==> config.mk <==
export PLATFORM = sky130hd
export DESIGN_NAME = store_buffer
export DESIGN_NICKNAME = d
export VERILOG_FILES = /design/src/rtl/store_buffer.sv
export SDC_FILE = /design/constraint.sdc
export NUM_CORES = 1
export LEC_CHECK = 0
export ABC_CLOCK_PERIOD_IN_PS = 7500
export BUFFER_PORTS_ARGS = -buffer_cell sky130_fd_sc_hd__buf_2
export CAP_MARGIN = 40
export CORE_MARGIN = 4
export CORE_UTILIZATION = 65
export DETAILED_ROUTE_END_ITERATION = 7
export PLACE_DENSITY_LB_ADDON = 0.15
export SYNTH_ARGS = -nofsm -noshare
export SYNTH_HDL_FRONTEND = slang
export SYNTH_SLANG_ARGS = --single-unit
==> constraint.sdc <==
create_clock -name clk -period 7.5 [get_ports clk]
set_input_delay 1.5 -clock clk [delete_from_list [all_inputs] [get_ports clk]]
set_output_delay 1.5 -clock clk [all_outputs]
set_load 0.1 [all_outputs]
==> src/rtl/store_buffer.sv <==
// store_buffer: posted-write buffer between the MEM stage and data memory.
// Stores are queued in a small circular FIFO and written to memory in program
// order whenever the memory port is not needed by a load. Loads bypass the
// queue, forwarding the youngest matching buffered store when one exists.
module store_buffer #(
  parameter int DEPTH = 4,
  parameter int AW    = 21,
  parameter int DW    = 32
) (
  input  logic          clk,
  input  logic          rst,
  input  logic          cpu_MemWrite,
  input  logic          cpu_MemRead,
  input  logic [AW-1:0] cpu_addr,
  input  logic [DW-1:0] cpu_wdata,
  output logic [DW-1:0] cpu_rdata,
  output logic          stall,
  output logic          empty,
  output logic          mem_MemWrite,
  output logic [AW-1:0] mem_addr,
  output logic [DW-1:0] mem_write,
  input  logic [DW-1:0] mem_read
);

  // Pointer width indexes DEPTH slots; the count needs one more bit to reach DEPTH.
  localparam int PW = $clog2(DEPTH);
  localparam int CW = PW + 1;
  localparam logic [CW-1:0] FULL_COUNT = CW'(DEPTH);

  // Entry storage is never reset: a slot is only meaningful while it lies
  // within the count entries starting at head.
  logic [AW-1:0] addr_q [DEPTH];
  logic [DW-1:0] data_q [DEPTH];

  logic [PW-1:0] head;
  logic [PW-1:0] tail;
  logic [CW-1:0] count;

  logic          full;
  logic          load;
  logic          enq;
  logic          drain;
  logic          hit;
  logic [DW-1:0] hit_data;
  logic [PW-1:0] scan_idx;

  // Occupancy flags and the per-cycle enqueue/drain decisions.
  // A store that arrives together with a read is treated as a store only,
  // but the raised read still keeps the memory port away from the drain
  // unless the buffer is full.
  always_comb begin
    full  = (count == FULL_COUNT);
    empty = (count == '0);
    load  = cpu_MemRead & ~cpu_MemWrite;
    enq   = cpu_MemWrite & ~full;
    drain = ~empty & (~cpu_MemRead | full);
    stall = full & (cpu_MemWrite | cpu_MemRead);
  end

  // Scan valid entries oldest to youngest so the last address match wins,
  // giving the youngest buffered store for forwarding.
  always_comb begin
    hit      = 1'b0;
    hit_data = '0;
    scan_idx = '0;
    for (int i = 0; i < DEPTH; i++) begin
      scan_idx = head + PW'(i);
      if ((CW'(i) < count) && (addr_q[scan_idx] == cpu_addr)) begin
        hit      = 1'b1;
        hit_data = data_q[scan_idx];
      end
    end
  end

  // Load result: forwarded store data, else memory data, else zero when no
  // load is being serviced this cycle.
  always_comb begin
    cpu_rdata = '0;
    if (load && !full) begin
      cpu_rdata = hit ? hit_data : mem_read;
    end
  end

  // Memory port: the head entry while draining, otherwise the CPU address
  // with the write strobe and write data held low.
  always_comb begin
    mem_MemWrite = drain;
    mem_addr     = cpu_addr;
    mem_write    = '0;
    if (drain) begin
      mem_addr  = addr_q[head];
      mem_write = data_q[head];
    end
  end

  // Head/tail pointers wrap naturally because DEPTH is a power of two; the
  // count moves only when exactly one of enqueue or drain happens.
  always_ff @(posedge clk or posedge rst) begin
    if (rst) begin
      head  <= '0;
      tail  <= '0;
      count <= '0;
    end else begin
      if (enq) begin
        tail <= tail + 1'b1;
      end
      if (drain) begin
        head <= head + 1'b1;
      end
      case ({enq, drain})
        2'b10:   count <= count + 1'b1;
        2'b01:   count <= count - 1'b1;
        default: count <= count;
      endcase
    end
  end

  // Capture an accepted store into the tail slot.
  always_ff @(posedge clk) begin
    if (enq) begin
      addr_q[tail] <= cpu_addr;
      data_q[tail] <= cpu_wdata;
    end
  end

endmodule

==> insert_results.sql <==
INSERT INTO impl_metrics (metric_group, metric, value, unit) VALUES
('power_and_ir_drop', 'powerDensity', '449', 'mW/mm^2'),
('synth', 'synth_enable_flop_cells', '212', ''),
('synth', 'synth_async_sr_flop_share', '0.0320', ''),
('sta', 'slew_headroom', '0.388', ''),
('placement', 'post-place-cells', '1790', ''),
('synth', 'netlist_area', '0.0155', 'mm^2'),
('final_layout', 'fin_util', '0.732', ''),
('worst_hold_path', 'hold-path-cell-count', '2', ''),
('final_layout', 'fill_cells', '1660', ''),
('floorplanning', 'dieArea', '0.0264', 'mm^2'),
('worst_setup_path', 'r2r_start', 'count[0]', ''),
('power_and_ir_drop', 'p_leak', '0.00637', 'uW'),
('worst_setup_path', 'regToRegSetupSlack', '4.42', 'ns'),
('worst_setup_path', 'worst_path_max_delay_cell', 'sky130_fd_sc_hd__dfrtp_4', ''),
('worst_setup_path', 'timing.rr.end', 'data_q[0][7]', ''),
('synth', 'synth_common_cells', 'sky130_fd_sc_hd__edfxtp_1 (212), sky130_fd_sc_hd__nor2_1 (152), sky130_fd_sc_hd__nand2_1 (149), sky130_fd_sc_hd__mux2i_1 (128), sky130_fd_sc_hd__mux2_2 (85)', ''),
('clock_network', 'tritoncts', 'built', ''),
('clock_network', 'postCtsSetupRepairBufs', '0', ''),
('synth', 'yosys.cell_count.top_type', 'sky130_fd_sc_hd__edfxtp_1', ''),
('worst_setup_path', 'path_common_cell', 'sky130_fd_sc_hd__buf_12', ''),
('synth', 'yosys_warnings', '0', ''),
('sta', 'final-max-slew-violation-count', '0', ''),
('global_route', 'gr-total-overflow', '0', ''),
('final_layout', 'fin_cells', '1836', ''),
('synth', 'syn_avg_cell_area', '11.1', 'um^2'),
('synth', 'synth_largest_type_area_fraction', '0.411', ''),
('worst_setup_path', 'slowest_delay', '0.85', 'ns'),
('sta', 'finalHoldViolCount', '0', ''),
('sta', 'rsz0062_at_grt', 'no', ''),
('synth', 'cell_taking_the_most_area_after_synthesis', 'sky130_fd_sc_hd__edfxtp_1', ''),
('clock_network', 'cts_hold_buffers', '0', ''),
('sta', 'setup-violations-final', '0', ''),
('route', 'drtIter0Drc', '1377', ''),
('clock_network', 'clkSinkCount', '219', ''),
('run', 'cap_viol_max_count', '0', ''),
('clock_network', 'post_cts.resized_instances', '0', ''),
('synth', 'seq_area_frac_synth', '0.422', ''),
('status', 'status', 'complete, no violations', ''),
('clock_network', 'numCtsBuffers', '25', ''),
('worst_setup_path', 'crit_path_end_kind', 'primary output', ''),
('route', 'routed_wl', '40900', 'um'),
('sta', 'final_setup_tns', '0', 'ns'),
('power_and_ir_drop', 'power', '7720', 'uW'),
('power_and_ir_drop', 'irDropWorstVdd', '0.583', 'mV'),
('synth', 'post_synth_main_area_contributors', 'sky130_fd_sc_hd__edfxtp_1 (41%), sky130_fd_sc_hd__mux2i_1 (8.3%), sky130_fd_sc_hd__mux2_2 (6.2%), sky130_fd_sc_hd__mux4_2 (5.5%), sky130_fd_sc_hd__nor2_1 (3.7%)', ''),
('route', 'drc', '0', ''),
('worst_setup_path', 'critPathArrivalTime', '5.19', 'ns'),
('clock_network', 'h_tree_levels', '1', ''),
('worst_setup_path', 'crit_path_cell_trace', 'buf_12, mux4_2, xnor2_1, nand2_1, a2111oi_4, o2111ai_2, buf_4, o2111ai_4, buf_12, o21ai_1, a21oi_2, buf_2', ''),
('global_route', 'grtUsageTotal', '0.304', ''),
('sta', 'fin_crit_sh', '0.892', ''),
('sta', 'post-route-worst-setup-slack', '0.811', 'ns'),
('clock_network', 'cts.reportedPaths.clkPinSlew', '0.06', 'ns'),
('floorplanning', 'die_x', '162', 'um'),
('worst_setup_path', 'ff2ff_path_depth', '6', ''),
('clock_network', 'clock_tree.buffer_depth', '3', ''),
('synth', 'synthesis_stage_register_bit_count', '219', ''),
('global_route', 'antenna_found_initial', '5', ''),
('clock_network', 'clk_root_buffer_cell', 'sky130_fd_sc_hd__clkbuf_16', ''),
('final_layout', 'nets_finish', '1597', ''),
('route', 'wire_per_inst', '22.3', 'um'),
('worst_hold_path', 'min_to', 'count[1]', ''),
('sta', 'timing.clock.skew', '0.0177', 'ns'),
('synth', 'synth.net_count', '1495', ''),
('floorplanning', 'row_cnt', '56', ''),
('worst_setup_path', 'timing.critical_path.fanout_max', '64', ''),
('global_route', 'vias_in_the_first_global_route', '11800', ''),
('final_layout', 'synthToLayoutAreaGrowth', '10.9', '%'),
('synth', 'dominantRegCellSynth', 'sky130_fd_sc_hd__edfxtp_1', ''),
('worst_hold_path', 'hold_crit_start', 'count[1]', ''),
('route', 'number_of_iterations_in_the_first_detailed_routing_pass', '8', '');
worst max-delay path by stage:
| stage | cells past startpoint | start | endpoint |
|---|---|---|---|
| after floorplan | 9 | cpu_addr[17] | cpu_rdata[30] |
| after global placement | 10 | cpu_addr[6] | cpu_rdata[30] |
| after detailed placement | 12 | cpu_addr[11] | cpu_rdata[2] |
| after CTS | 12 | head[0] | cpu_rdata[2] |
| after global routing | 13 | head[0] | cpu_rdata[0] |
| final | 12 | head[0] | cpu_rdata[28] |
placed cells by master, fill, tap and decap left out, types with 23 or more instances in the layout:
cell type | synthesis | final
sky130_fd_sc_hd__o221ai_2 | 29 | 29
sky130_fd_sc_hd__mux4_2 | 38 | 38
sky130_fd_sc_hd__xnor2_1 | 53 | 53
sky130_fd_sc_hd__a21oi_1 | 50 | 50
sky130_fd_sc_hd__clkbuf_16 | 0 | 25
sky130_fd_sc_hd__edfxtp_1 | 212 | 212
sky130_fd_sc_hd__a21oi_2 | 29 | 29
sky130_fd_sc_hd__buf_2 | 28 | 176
sky130_fd_sc_hd__a211oi_2 | 30 | 30
sky130_fd_sc_hd__nor2_1 | 152 | 152
sky130_fd_sc_hd__buf_4 | 5 | 23
sky130_fd_sc_hd__o21ai_1 | 44 | 44
sky130_fd_sc_hd__mux2_2 | 85 | 85
sky130_fd_sc_hd__nand2_1 | 149 | 149
sky130_fd_sc_hd__mux2i_1 | 128 | 127
sky130_fd_sc_hd__o21ai_0 | 71 | 71
where the power goes:
part	internal, uW	switching [uW]	leakage [uW]	total [uW]
logic	1410	3300	0.00396	4710
clock network	706	476	0.000387	1180
registers	1630	203	0.00203	1830
metrics by stage:
| step | area, um^2 | hold slack (ns) |
|---|---|---|
| after global routing | 17200 | 0.644 |
| final | 17200 | 0.593 |
| after global placement | 16300 | 0.546 |
| after floorplan | 15500 | 0.514 |
| after CTS | 17200 | 0.590 |
| after detailed placement | 16400 | 0.576 |
worst max-delay path, delay by kind of cell (launching register included):
family                    cells  cell delay [ns]
buffers and inverters         4             1.45
AOI/OAI and AO/OA             5             1.27
DFF                           1             0.85
muxes                         1             0.55
xor gates and xnor gates      1             0.27
and+or+nand+nor               1             0.14
sequential cells by signal, indices dropped and copies added (netlist names):
register,flops
count,3
tail,2
head,2
data_q,128
addr_q,84
layer usage:
layer  global-route usage  share of wire
met2                0.496           0.47
met1                0.425           0.41
met5                    0        0.00095
met3               0.0613           0.10
met4               0.0700          0.020
cell families after synthesis:
kind of cell	count (synthesis)	share of synthesized area
AO/OA/AOI/OAI	336	0.173
flip-flops	219	0.422
adder cells (fa/ha/maj)	10	0.00808
buffers and inverters	146	0.0506
AND/OR/NAND/NOR	356	0.0986
multiplexers	258	0.207
XOR/XNOR	71	0.0401
final cells by class:
class                      instances  area [um^2]  area share
timing repair buffer             206         1200      0.0696
sequential                       219         6550       0.381
tap                              319          399      0.0232
clock buffer                      28          637      0.0371
multi-input combinational       1031         8190       0.477
clock inverter                    15          143     0.00830
inverter                          15         58.8     0.00342
antenna                            3         7.51    0.000437
No activity file was read; power rests on OpenSTA's default activity.
